<file path="src/rtl/soc_pkg.sv">
// Shared definitions for the SoC memory-side blocks.
//   state_t      : responder FSM encoding (IDLE, DATA, RESP)
//   REGION_*     : cpu_addr[31:28] region nibbles
//   LANE_W       : width of a byte-lane select within a 32-bit word
//   lane_byte()  : extracts one byte lane from a 32-bit RAM word
package soc_pkg;

    typedef enum logic [1:0] {
        ST_IDLE = 2'd0,
        ST_DATA = 2'd1,
        ST_RESP = 2'd2
    } state_t;

    localparam logic [3:0] REGION_ROM    = 4'h0;
    localparam logic [3:0] REGION_RAM    = 4'h1;
    localparam logic [3:0] REGION_USBREG = 4'h2;

    localparam int LANE_W  = 2;
    localparam int LANES   = 4;

    function automatic logic [7:0] lane_byte(input logic [31:0] word,
                                             input logic [LANE_W-1:0] lane);
        return word[8*lane +: 8];
    endfunction

endpackage

</file>
<file path="src/rtl/usb_byte_port.sv">
// USB byte-port adapter for the shared 32-bit RAM.
//   usb_wen/usb_ren/usb_lane/usb_wdata : USB byte access (lane = byte addr[1:0])
//   lane_wdata/lane_wstrb              : replicated write byte and one-hot strobe
//   ram_rdata                          : registered RAM read word
//   usb_rdata                          : read byte; live on the completion cycle,
//                                        otherwise the last completed read byte
module usb_byte_port
    import soc_pkg::*;
(
    input  logic              clk,
    input  logic              rst,
    input  logic              usb_wen,
    input  logic              usb_ren,
    input  logic [LANE_W-1:0] usb_lane,
    input  logic [7:0]        usb_wdata,
    input  logic [31:0]       ram_rdata,
    output logic [31:0]       lane_wdata,
    output logic [3:0]        lane_wstrb,
    output logic [7:0]        usb_rdata
);

    logic [LANE_W-1:0] rd_lane;
    logic              rd_pend;
    logic [7:0]        rd_hold;
    logic [7:0]        rd_byte;

    assign lane_wdata = {LANES{usb_wdata}};
    assign lane_wstrb = {3'b000, usb_wen} << usb_lane;

    assign rd_byte   = lane_byte(ram_rdata, rd_lane);
    assign usb_rdata = rd_pend ? rd_byte : rd_hold;

    // A simultaneous wen+ren is a write; no read completion is scheduled.
    always_ff @(posedge clk) begin
        if (rst) begin
            rd_lane <= '0;
            rd_pend <= 1'b0;
            rd_hold <= '0;
        end else begin
            rd_pend <= usb_ren && !usb_wen;
            if (usb_ren && !usb_wen)
                rd_lane <= usb_lane;
            if (rd_pend)
                rd_hold <= rd_byte;
        end
    end

endmodule

</file>
<file path="src/rtl/shared_ram_responder.sv">
// Memory-side responder for the shared byte-lane RAM. Arbitrates between the
// picorv32 native bus and the USB byte port; USB always wins, the CPU retries.
//   cpu_*         : picorv32 native memory bus (cpu_ready is a registered pulse)
//   usb_*         : USB device byte port
//   ram_*         : four-lane spram control, ram_rdata valid the cycle after ram_ce
//   cpu_wait_cnt  : saturating count of cycles stolen from the pending CPU request
//   starved       : sticky, set once STARVE_LIMIT consecutive cycles are stolen
//
// state | meaning
// IDLE  | waiting for a selected CPU request; issues it when USB is quiet
// DATA  | CPU read word on ram_rdata, captured into cpu_rdata
// RESP  | cpu_ready high for this cycle; wait count cleared on exit
module shared_ram_responder
    import soc_pkg::*;
#(
    parameter int         AW           = 10,
    parameter logic [3:0] BASE         = REGION_RAM,
    parameter int         STARVE_LIMIT = 64
) (
    input  logic          clk,
    input  logic          rst,
    input  logic          cpu_valid,
    input  logic [31:0]   cpu_addr,
    input  logic [31:0]   cpu_wdata,
    input  logic [3:0]    cpu_wstrb,
    output logic          cpu_ready,
    output logic [31:0]   cpu_rdata,
    input  logic          usb_wen,
    input  logic          usb_ren,
    input  logic [AW-1:0] usb_addr,
    input  logic [7:0]    usb_wdata,
    output logic [7:0]    usb_rdata,
    output logic          ram_ce,
    output logic [AW-3:0] ram_addr,
    output logic [31:0]   ram_wdata,
    output logic [3:0]    ram_wstrb,
    input  logic [31:0]   ram_rdata,
    output logic [7:0]    cpu_wait_cnt,
    output logic          starved
);

    localparam logic [7:0] STARVE_M1 = 8'(STARVE_LIMIT - 1);

    state_t      state;
    logic        sel;
    logic        usb_acc;
    logic        issue;
    logic [31:0] usb_lane_wdata;
    logic [3:0]  usb_lane_wstrb;
    logic        unused_addr_bits;

    assign unused_addr_bits = ^{cpu_addr[27:AW], cpu_addr[1:0]};

    assign sel     = cpu_valid && (cpu_addr[31:28] == BASE);
    assign usb_acc = usb_wen | usb_ren;
    assign issue   = (state == ST_IDLE) && sel && !usb_acc;

    usb_byte_port u_usb_port (
        .clk        (clk),
        .rst        (rst),
        .usb_wen    (usb_wen),
        .usb_ren    (usb_ren),
        .usb_lane   (usb_addr[LANE_W-1:0]),
        .usb_wdata  (usb_wdata),
        .ram_rdata  (ram_rdata),
        .lane_wdata (usb_lane_wdata),
        .lane_wstrb (usb_lane_wstrb),
        .usb_rdata  (usb_rdata)
    );

    always_comb begin
        ram_ce    = 1'b0;
        ram_addr  = '0;
        ram_wdata = '0;
        ram_wstrb = '0;
        if (usb_acc) begin
            ram_ce    = 1'b1;
            ram_addr  = usb_addr[AW-1:2];
            ram_wdata = usb_lane_wdata;
            ram_wstrb = usb_lane_wstrb;
        end else if (issue) begin
            ram_ce    = 1'b1;
            ram_addr  = cpu_addr[AW-1:2];
            ram_wdata = cpu_wdata;
            ram_wstrb = cpu_wstrb;
        end
    end

    always_ff @(posedge clk) begin
        if (rst) begin
            state        <= ST_IDLE;
            cpu_ready    <= 1'b0;
            cpu_rdata    <= '0;
            cpu_wait_cnt <= '0;
            starved      <= 1'b0;
        end else begin
            cpu_ready <= 1'b0;
            case (state)
                ST_IDLE: begin
                    if (sel) begin
                        if (usb_acc) begin
                            if (cpu_wait_cnt != 8'hFF)
                                cpu_wait_cnt <= cpu_wait_cnt + 8'd1;
                            if (cpu_wait_cnt == STARVE_M1)
                                starved <= 1'b1;
                        end else if (cpu_wstrb != 4'b0000) begin
                            state     <= ST_RESP;
                            cpu_ready <= 1'b1;
                        end else begin
                            state <= ST_DATA;
                        end
                    end
                end
                ST_DATA: begin
                    // ram_rdata holds the CPU word even if USB uses the RAM now.
                    cpu_rdata <= ram_rdata;
                    cpu_ready <= 1'b1;
                    state     <= ST_RESP;
                end
                ST_RESP: begin
                    // cpu_valid seen here belongs to the request just completed.
                    cpu_wait_cnt <= '0;
                    state        <= ST_IDLE;
                end
                default: state <= ST_IDLE;
            endcase
        end
    end

endmodule

</file>
<file path="config.mk">
export PLATFORM = sky130hd
export DESIGN_NAME = shared_ram_responder
export DESIGN_NICKNAME = d
export VERILOG_FILES = /design/src/rtl/soc_pkg.sv /design/src/rtl/usb_byte_port.sv /design/src/rtl/shared_ram_responder.sv
export SDC_FILE = /design/constraint.sdc
export NUM_CORES = 1
export LEC_CHECK = 0
export CORE_MARGIN = 2
export CORE_UTILIZATION = 32
export DETAILED_ROUTE_END_ITERATION = 6
export PLACE_DENSITY = 0.9
export SKIP_CTS_REPAIR_TIMING = 1
export SYNTH_ARGS = -nofsm -noshare
export SYNTH_HDL_FRONTEND = slang
export SYNTH_HIERARCHICAL = 1
export SYNTH_SLANG_ARGS = --single-unit
</file>
<file path="constraint.sdc">
create_clock -name clk -period 2.4 [get_ports clk]
set_input_delay 0.48 -clock clk [delete_from_list [all_inputs] [get_ports clk]]
set_output_delay 0.48 -clock clk [all_outputs]
set_load 0.03 [all_outputs]
</file>
==> results of run 1 <==
cells by family after synthesis:
kind of cell             count (synthesis)  share of synthesized area, %
AND/OR/NAND/NOR                        114                          19.9
flip-flops                              55                          35.5
AO/OA/AOI/OAI                           95                          21.6
multiplexers                            19                          10.7
buffers and inverters                   59                          11.9
adder cells (fa/ha/maj)                  1                         0.404
through the flow:
step	setup TNS (ns)	util, %	std cells
CTS	-18.02	56.0	642
floorplan	0	-	343
global placement	-19.57	54.9	634
detailed placement	-20.01	54.9	634
finish	-6.18	60.1	653
global route	-8.80	60.1	653
final cells by class:
| cell class | count | area, µm² |
|---|---|---|
| antenna | 1 | 2.50 |
| clock buffer | 5 | 68.8 |
| clock inverter | 3 | 27.5 |
| fill | 750 | 3720 |
| inverter | 2 | 7.51 |
| multi-input combinational | 229 | 1810 |
| sequential | 55 | 1100 |
| tap | 129 | 161 |
| timing repair buffer | 229 | 2430 |
worst max-delay path: cells and delay by family (launching register included):
kind                   cells  cell delay, ns
and+or+nand+nor            2            0.83
buffers and inverters      3            0.44
DFF                        1            0.35
AOI/OAI and AO/OA          1            0.19
report_power, final:
group	internal (mW)	total [mW]	switching [mW]
Clock	0.217	0.545	0.328
Combinational	0.390	0.691	0.301
Sequential	0.920	0.926	0.00583
Total	1.53	2.16	0.635
worst min path at each step:
stage	end
floorplan	cpu_ready$_SDFF_PP0_
finish	cpu_rdata[2]$_SDFFE_PP0P_
global route	u_usb_port/rd_lane[0]$_SDFFE_PP0P_
global placement	cpu_rdata[15]$_SDFFE_PP0P_
detailed placement	cpu_rdata[2]$_SDFFE_PP0P_
CTS	cpu_rdata[2]$_SDFFE_PP0P_
registers in the layout (all words and copies together) (netlist names):
signal,count
starved,1
cpu_wait_cnt,8
u_usb_port/rd_hold,8
cpu_rdata,32
u_usb_port/rd_pend,1
state,2
u_usb_port/rd_lane,2
cpu_ready,1
metal layers:
| layer | vias to the layer above | part of all wire, % | track usage, % |
|---|---|---|---|
| met5 | - | 0 | 0 |
| met4 | 0 | 3.4 | 6.67 |
| met3 | 28 | 6.8 | 4.24 |
| met2 | 155 | 56 | 39.2 |
| met1 | 1570 | 34 | 18.1 |
| li1 | 1565 | - | - |
cell usage in the layout, fill, tap and decap left out, types with 2 or more instances in the layout:
| master | n |
|---|---|
| sky130_fd_sc_hd__or3_1 | 2 |
| sky130_fd_sc_hd__buf_4 | 26 |
| sky130_fd_sc_hd__mux2_4 | 8 |
| sky130_fd_sc_hd__clkbuf_2 | 6 |
| sky130_fd_sc_hd__a22o_2 | 26 |
| sky130_fd_sc_hd__nor2_1 | 6 |
| sky130_fd_sc_hd__clkbuf_8 | 5 |
| sky130_fd_sc_hd__nand2_1 | 70 |
| sky130_fd_sc_hd__nor3_1 | 3 |
| sky130_fd_sc_hd__buf_12 | 14 |
| sky130_fd_sc_hd__inv_1 | 2 |
| sky130_fd_sc_hd__o31ai_1 | 4 |
| sky130_fd_sc_hd__or4_1 | 4 |
| sky130_fd_sc_hd__dfxtp_1 | 54 |
| sky130_fd_sc_hd__dlymetal6s2s_1 | 5 |
| sky130_fd_sc_hd__mux2i_1 | 3 |
| sky130_fd_sc_hd__nor2b_1 | 2 |
| sky130_fd_sc_hd__or4b_4 | 2 |
| sky130_fd_sc_hd__nand2b_1 | 2 |
| sky130_fd_sc_hd__nor3b_1 | 3 |
| sky130_fd_sc_hd__a21oi_1 | 39 |
| sky130_fd_sc_hd__a22o_1 | 3 |
| sky130_fd_sc_hd__clkdlybuf4s50_1 | 138 |
| sky130_fd_sc_hd__mux4_2 | 8 |
| sky130_fd_sc_hd__and2_1 | 2 |
| sky130_fd_sc_hd__and3_1 | 2 |
| sky130_fd_sc_hd__clkbuf_16 | 3 |
| sky130_fd_sc_hd__buf_6 | 36 |
| sky130_fd_sc_hd__o21a_1 | 2 |
| sky130_fd_sc_hd__nor2b_4 | 8 |
| sky130_fd_sc_hd__a22o_4 | 15 |
==> results summary, run 1 <==
The first-pass iteration count of the detailed router came out at 4. The share of synthesized area in the top cell type comes to between 30 and 40%. The fraction of final layout cells sized beyond drive strength 1 is 31.9%.

The via density per instance is 5.08. The relative slew slack came out at 62.8%. The global-route wire length before repair is 15,400 µm. The power per cell area is 385 nW/µm². VDD sags by at most 0.000285 V. The required time reported for the critical path endpoint is 1.92 ns. The final count of hold timing violations came out at 0. Of all nets on the critical path, the largest fanout is 7. Setup repair after global routing could not meet its margin everywhere. The overall global routing resource usage is 19.0%. The global route total overflow came out at 0. The tightest min-delay check is of the reg2reg type.

The checks that failed: negative setup slack. The residual antenna-violating net count after detailed routing came out at 0. Dividing the detail-routed wire length by the instance count gives ~18 µm. The number of instances in the synthesized netlist is 343. In this run the worst setup path terminates at ram_addr[7]. The post-route cell area is 5610 µm². TritonCTS built the clock tree. The standard cell area after detailed placement came out at 5120 µm².

The top flip-flop cell by instance count after synthesis is sky130_fd_sc_hd__dfxtp_1. For this run, the number of Yosys warnings is 6. The initial core utilization is about a third. CTS placed an instance of sky130_fd_sc_hd__clkbuf_8 at the clock tree root. Entering global routing, the biggest net connects 47 pins. The final worst clock skew came out at 0.0120 ns. The number of buffer cells added on primary ports came out at between 150 and 200.

After synthesis, the cell types taking the most area are sky130_fd_sc_hd__dfxtp_1, sky130_fd_sc_hd__a22o_1, sky130_fd_sc_hd__nand2_1, sky130_fd_sc_hd__buf_4, sky130_fd_sc_hd__a21oi_1. The layout overhead on the synthesized area is 81.0%. The floorplan step set the die height to roughly 100 µm. The post-route worst setup slack is -0.202 ns.

The critical register-to-register path endpoint is cpu_wait_cnt[4]$_SDFFE_PP0P_. In this run, distinct cell masters in the synthesized netlist total 40. The number of top-level pins is 218. In this run the standard cell core region covers 9330 µm².

The analysis attributes to cell leakage a power of 2.14 nW. The run finished, with violations left. In the synthesized netlist the async set-or-reset flop fraction comes to 0%. The startpoint identified for the worst register-to-register timing path is state[0]$_SDFFE_PP0P_. Across all layers, the routed design uses 3,318 vias. The number of max-slew violations in the final report is 0. The net count of the finished layout is 646.

The worst hold path begins at cpu_rdata[2]$_SDFFE_PP0P_. The worst-case setup slack after placement is -0.436 ns. The most area-hungry cell type in the Yosys netlist is sky130_fd_sc_hd__dfxtp_1.

The number of maximum-capacitance violations came out at 0. A synthesized cell averages 9.04 µm². The longest clock path from root to sink contains 2 buffers.

The routed wire length came out at 11,800 µm. The biggest cell delay along the critical path came out at approximately 0.59 ns. The total CTS buffers came out at 5. The arrival time reported for the critical path endpoint is around 2.1 ns. The count of cells along the worst register-to-register path is 4. The worst register-to-register path has a setup slack of 0.11 ns. The sequential area share after synthesis is 35.5%. The commonest cells after synthesis are sky130_fd_sc_hd__nand2_1, sky130_fd_sc_hd__dfxtp_1, sky130_fd_sc_hd__a22o_1. The full die area is ~10,000 µm².

The die width is 102 µm. The post-DP HPWL came out at 8460 µm. The final worst hold slack came out at 0.460 ns. The worst-skew pair later-pin latency came out at 0.31 ns. Among all cell types in the netlist, the one instantiated most often is sky130_fd_sc_hd__nand2_1. The count of flip-flops with a built-in enable after synthesis came out at 0. The number of antenna violations at the first check in global routing was 1. In the finished design, the share of the clock period the worst path needs comes to 108%. The weighted congestion reported at the end of routability-driven placement came out at 0.829. The count of clock tree sinks is 55. The slew at the pin closest to its max-slew limit is 0.558 ns. The cell depth of the worst min-delay path came out at 2. The DRC violation total after the first TritonRoute iteration is 114. STA classifies the critical path endpoint as an output port. The total of flip-flops plus latches after synthesis came out at 55.

The cell area after synthesis is slightly above 3000 µm². The clock-pin slew reported for the worst setup and hold paths after clock tree synthesis came out at 0.11 ns. After floorplanning, the core was divided into 35 placement rows. The start point of the critical path is state[0]$_SDFFE_PP0P_.

The number of global-route vias before repair is 3,192. The number of nets produced by synthesis came out at around 470. The H-tree generated during clock tree synthesis spans 2 levels. The fmax came out at 384 MHz. The most frequent cell on the critical path is sky130_fd_sc_hd__buf_12. After detailed routing, the number of remaining DRC violations is 0. The kind of critical path is reg2out. For the finished layout, the period the worst path requires is around 2.6 ns.

STA classifies the critical path startpoint as a register. Overall power consumption after layout is estimated at around 2.2 mW. The signal on the critical path passes through or4b_4, nor3_4, buf_12, buf_12, a22o_1, buf_6. The slowest stage of the critical path belongs to the cell sky130_fd_sc_hd__or4b_4. Setup violations remaining at the end of the flow were counted as 44.
Note: power is estimated with default switching activity, not from simulation.
==> run 2, diff against run 1 <==
- CORE_UTILIZATION: 32 -> 35
- PLACE_DENSITY: 0.9 -> 0.93
- SLEW_MARGIN: default -> 25
- clock period: 2.4 -> 2.7 ns (I/O delays scaled with it)
==> results summary, run 2 (synthesized netlist as in run 1, its figures left out) <==
The global route total overflow came out at 0. The die width is 98.1 µm. The kind of critical path is in2out. For hold timing, the worst endpoint is cpu_rdata[20]$_SDFFE_PP0P_. The most frequent cell on the critical path is sky130_fd_sc_hd__buf_12. The worst path needs approximately 2.7 ns of the cycle, external delays included.

The number of antenna violations at the first check in global routing came out at 0. Max-cap violations in this run came to 0. In the final layout, the registers with the most flip-flops are cpu_rdata x32, cpu_wait_cnt x8, u_usb_port/rd_hold x8. The number of global-route vias before repair came to 3,215. Together, buffers and inverters on the worst path number 4. The via density per instance is 5.15. The final worst hold slack came out at about 0.46 ns. For this design, the slowest cell found on the critical path is sky130_fd_sc_hd__clkdlybuf4s50_1. Counting flops per register, the top entry is cpu_rdata.

The startpoint identified for the worst hold timing path is cpu_rdata[20]$_SDFFE_PP0P_. The clock-pin slew reported for the worst setup and hold paths after clock tree synthesis came out at roughly 0.09 ns. The worst setup path is launched from an input pin.

The placeable core area is 8640 µm². For this design the top-level I/O count stands at 218. The final worst clock skew came out at 0.0112 ns. Setup violations remaining at the end of the flow were counted as 0.

The final count of hold timing violations was 0. STA classifies the critical path endpoint as an output port. The residual DRC count came out at 0.

The worst-case clock buffer depth is 2. The pin count of the biggest net entering global routing came out at 47. The path class of the lowest-slack min-delay path is reg2reg. At the later pin of the worst-skew pair, clock insertion delay measures 0.30 ns. The initial core utilization came out at 35.9%. For the pin with the worst max-slew slack, the measured transition is 0.612 ns. The cell family contributing the most delay on the critical path is buffers and inverters. The peak ir drop on the vdd network is 0.000218 V. The weighted congestion reported at the end of routability-driven placement is 0.903. Global routing consumed, over all layers together, 20.1% of the routing resources. The count of clock tree sinks came out at 55.

The critical register-to-register path endpoint is cpu_wait_cnt[3]$_SDFFE_PP0P_. The count of cells along the worst register-to-register path is 5. The post-DP HPWL is 8110 µm. The number of inserted diodes is 0.

For this block, the routed nets add up to 10,700 µm of wire. The fill cell total of the finished layout is 700. The vertical die dimension came out at 98.1 µm. The required time reported for the critical path endpoint came out at 2.16 ns.

Timing analysis after detailed placement gives a worst setup slack of -0.210 ns. In the layout the commonest cells are sky130_fd_sc_hd__clkdlybuf4s50_1, sky130_fd_sc_hd__nand2_1, sky130_fd_sc_hd__buf_4, sky130_fd_sc_hd__dfxtp_1, sky130_fd_sc_hd__a22o_1. The row count is 34.

In the final routed layout, each cell accounts on average for 17.1 µm. The fraction of final layout cells sized beyond drive strength 1 came out at 21.6%. In this run the tightest slew margin relative to its limit is 59.2%.

For this run, the slowest stage of the critical path takes ~0.45 ns. The number of max-slew violations in the final report came out at 0. The largest fanout on the critical path came out at 11.

The maximum level of the CTS H-tree came out at 2. Power spread over the standard cell area amounts to 348 nW/µm². The TritonCTS clock tree is yes.

Walking the worst path, the cells encountered are clkdlybuf4s50_1, or2_4, nor3_4, buf_12, clkbuf_16, a22o_1, buf_12. The reg-to-reg critical path startpoint is state[0]$_SDFFE_PP0P_. The count of buffers added on input and output ports is 197. The register with the most flip-flops in the layout has 32 of them. The worst register-to-register path has a setup slack of 0.26 ns. Data arrives at the worst endpoint at 2.14 ns.

The first global-routing pass estimated 15,600 µm of wire. After layout, the worst setup slack is 0.0216 ns. The flow ran to the end, and the final reports show no timing, DRC or antenna violations. The post-route clock period utilization came out at 99.2%. Leaving out fill and tap cells, the most frequent cell in the layout is sky130_fd_sc_hd__clkdlybuf4s50_1. The residual antenna-violating net count after detailed routing came out at 0. Relative to the synthesized area, the layout overhead comes to 67.7%. Buffers inserted during clock tree synthesis total 5.

The leakage component of the power is 2.06 nW. After the first detailed-routing iteration, the DRC count stood at 69. The die covers 9620 µm².

The fmax is 373 MHz. After the last flow step, the layout net total stands at 638. For this run, the detailed router's first-pass iteration total came to 4. The number of vias after detailed routing came out at 3,211.

The cell depth of the worst min-delay path is 2. The tree is rooted in a sky130_fd_sc_hd__clkbuf_8.
[run 2: cell types whose count changed in the layout (fill, tap and decap cells not counted), moves of 6 or more]
cell                             change
sky130_fd_sc_hd__a22o_1             +40
sky130_fd_sc_hd__buf_6              -34
sky130_fd_sc_hd__buf_4              +32
sky130_fd_sc_hd__a22o_2             -26
sky130_fd_sc_hd__a22o_4             -14
sky130_fd_sc_hd__buf_12              -6
sky130_fd_sc_hd__clkbuf_2            -6
sky130_fd_sc_hd__dlymetal6s2s_1      +6
[run 2: worst max path at each step]
stage,cells past startpoint,startpoint,slack [ns],endpoint
after floorplan,4,cpu_addr[29],0.05,ram_addr[1]
after global placement,4,ram_rdata[16],-0.18,usb_rdata[0]
after detailed placement,4,ram_rdata[16],-0.21,usb_rdata[0]
after CTS,4,ram_rdata[16],-0.22,usb_rdata[0]
after global routing,7,usb_wen,-0.02,ram_wdata[9]
final,7,usb_wen,0.02,ram_wdata[9]
[run 2: per-stage QoR]
stage	cells	utilization (%)	area [µm²]	TNS, ns	power (mW)
3_5_place_dp	609	57.4	4950	-6.34	1.38
2_1_floorplan	343	-	3100	0	1.11
4_1_cts	617	58.4	5040	-6.05	1.82
6_report	623	60.2	5200	0	1.81
3_3_place_gp	609	57.4	4950	-5.25	1.38
5_1_grt	623	60.2	5200	-0.0190	1.88
[run 2: report_power, final]
group	total, mW	internal (mW)	switching, mW
logic	0.545	0.303	0.242
clock network	0.441	0.182	0.259
registers	0.825	0.818	0.00768
total	1.81	1.30	0.509
[run 2: area by class of cell]
cell class	instances	area [µm²]	share of cell area [%]
clock buffer	6	72.6	1.40
clock inverter	2	12.5	0.241
inverter	2	7.51	0.144
multi-input combinational	229	1650	31.8
sequential	55	1100	21.2
tap	108	135	2.60
timing repair buffer	221	2220	42.6
[run 2: layer usage]
metal,global-route usage (%),part of all wire (%),vias up
li1,-,-,1532
met1,20.7,35,1507
met2,40.8,56,161
met3,4.65,7.6,11
met4,3.53,0.97,0
met5,0,0,-
[run 2: worst min-delay path: cells and delay by family (launching register included)]
family	cells	cell delay [ns]
simple gates	1	0.05
compound gates	1	0.05
flops	1	0.32
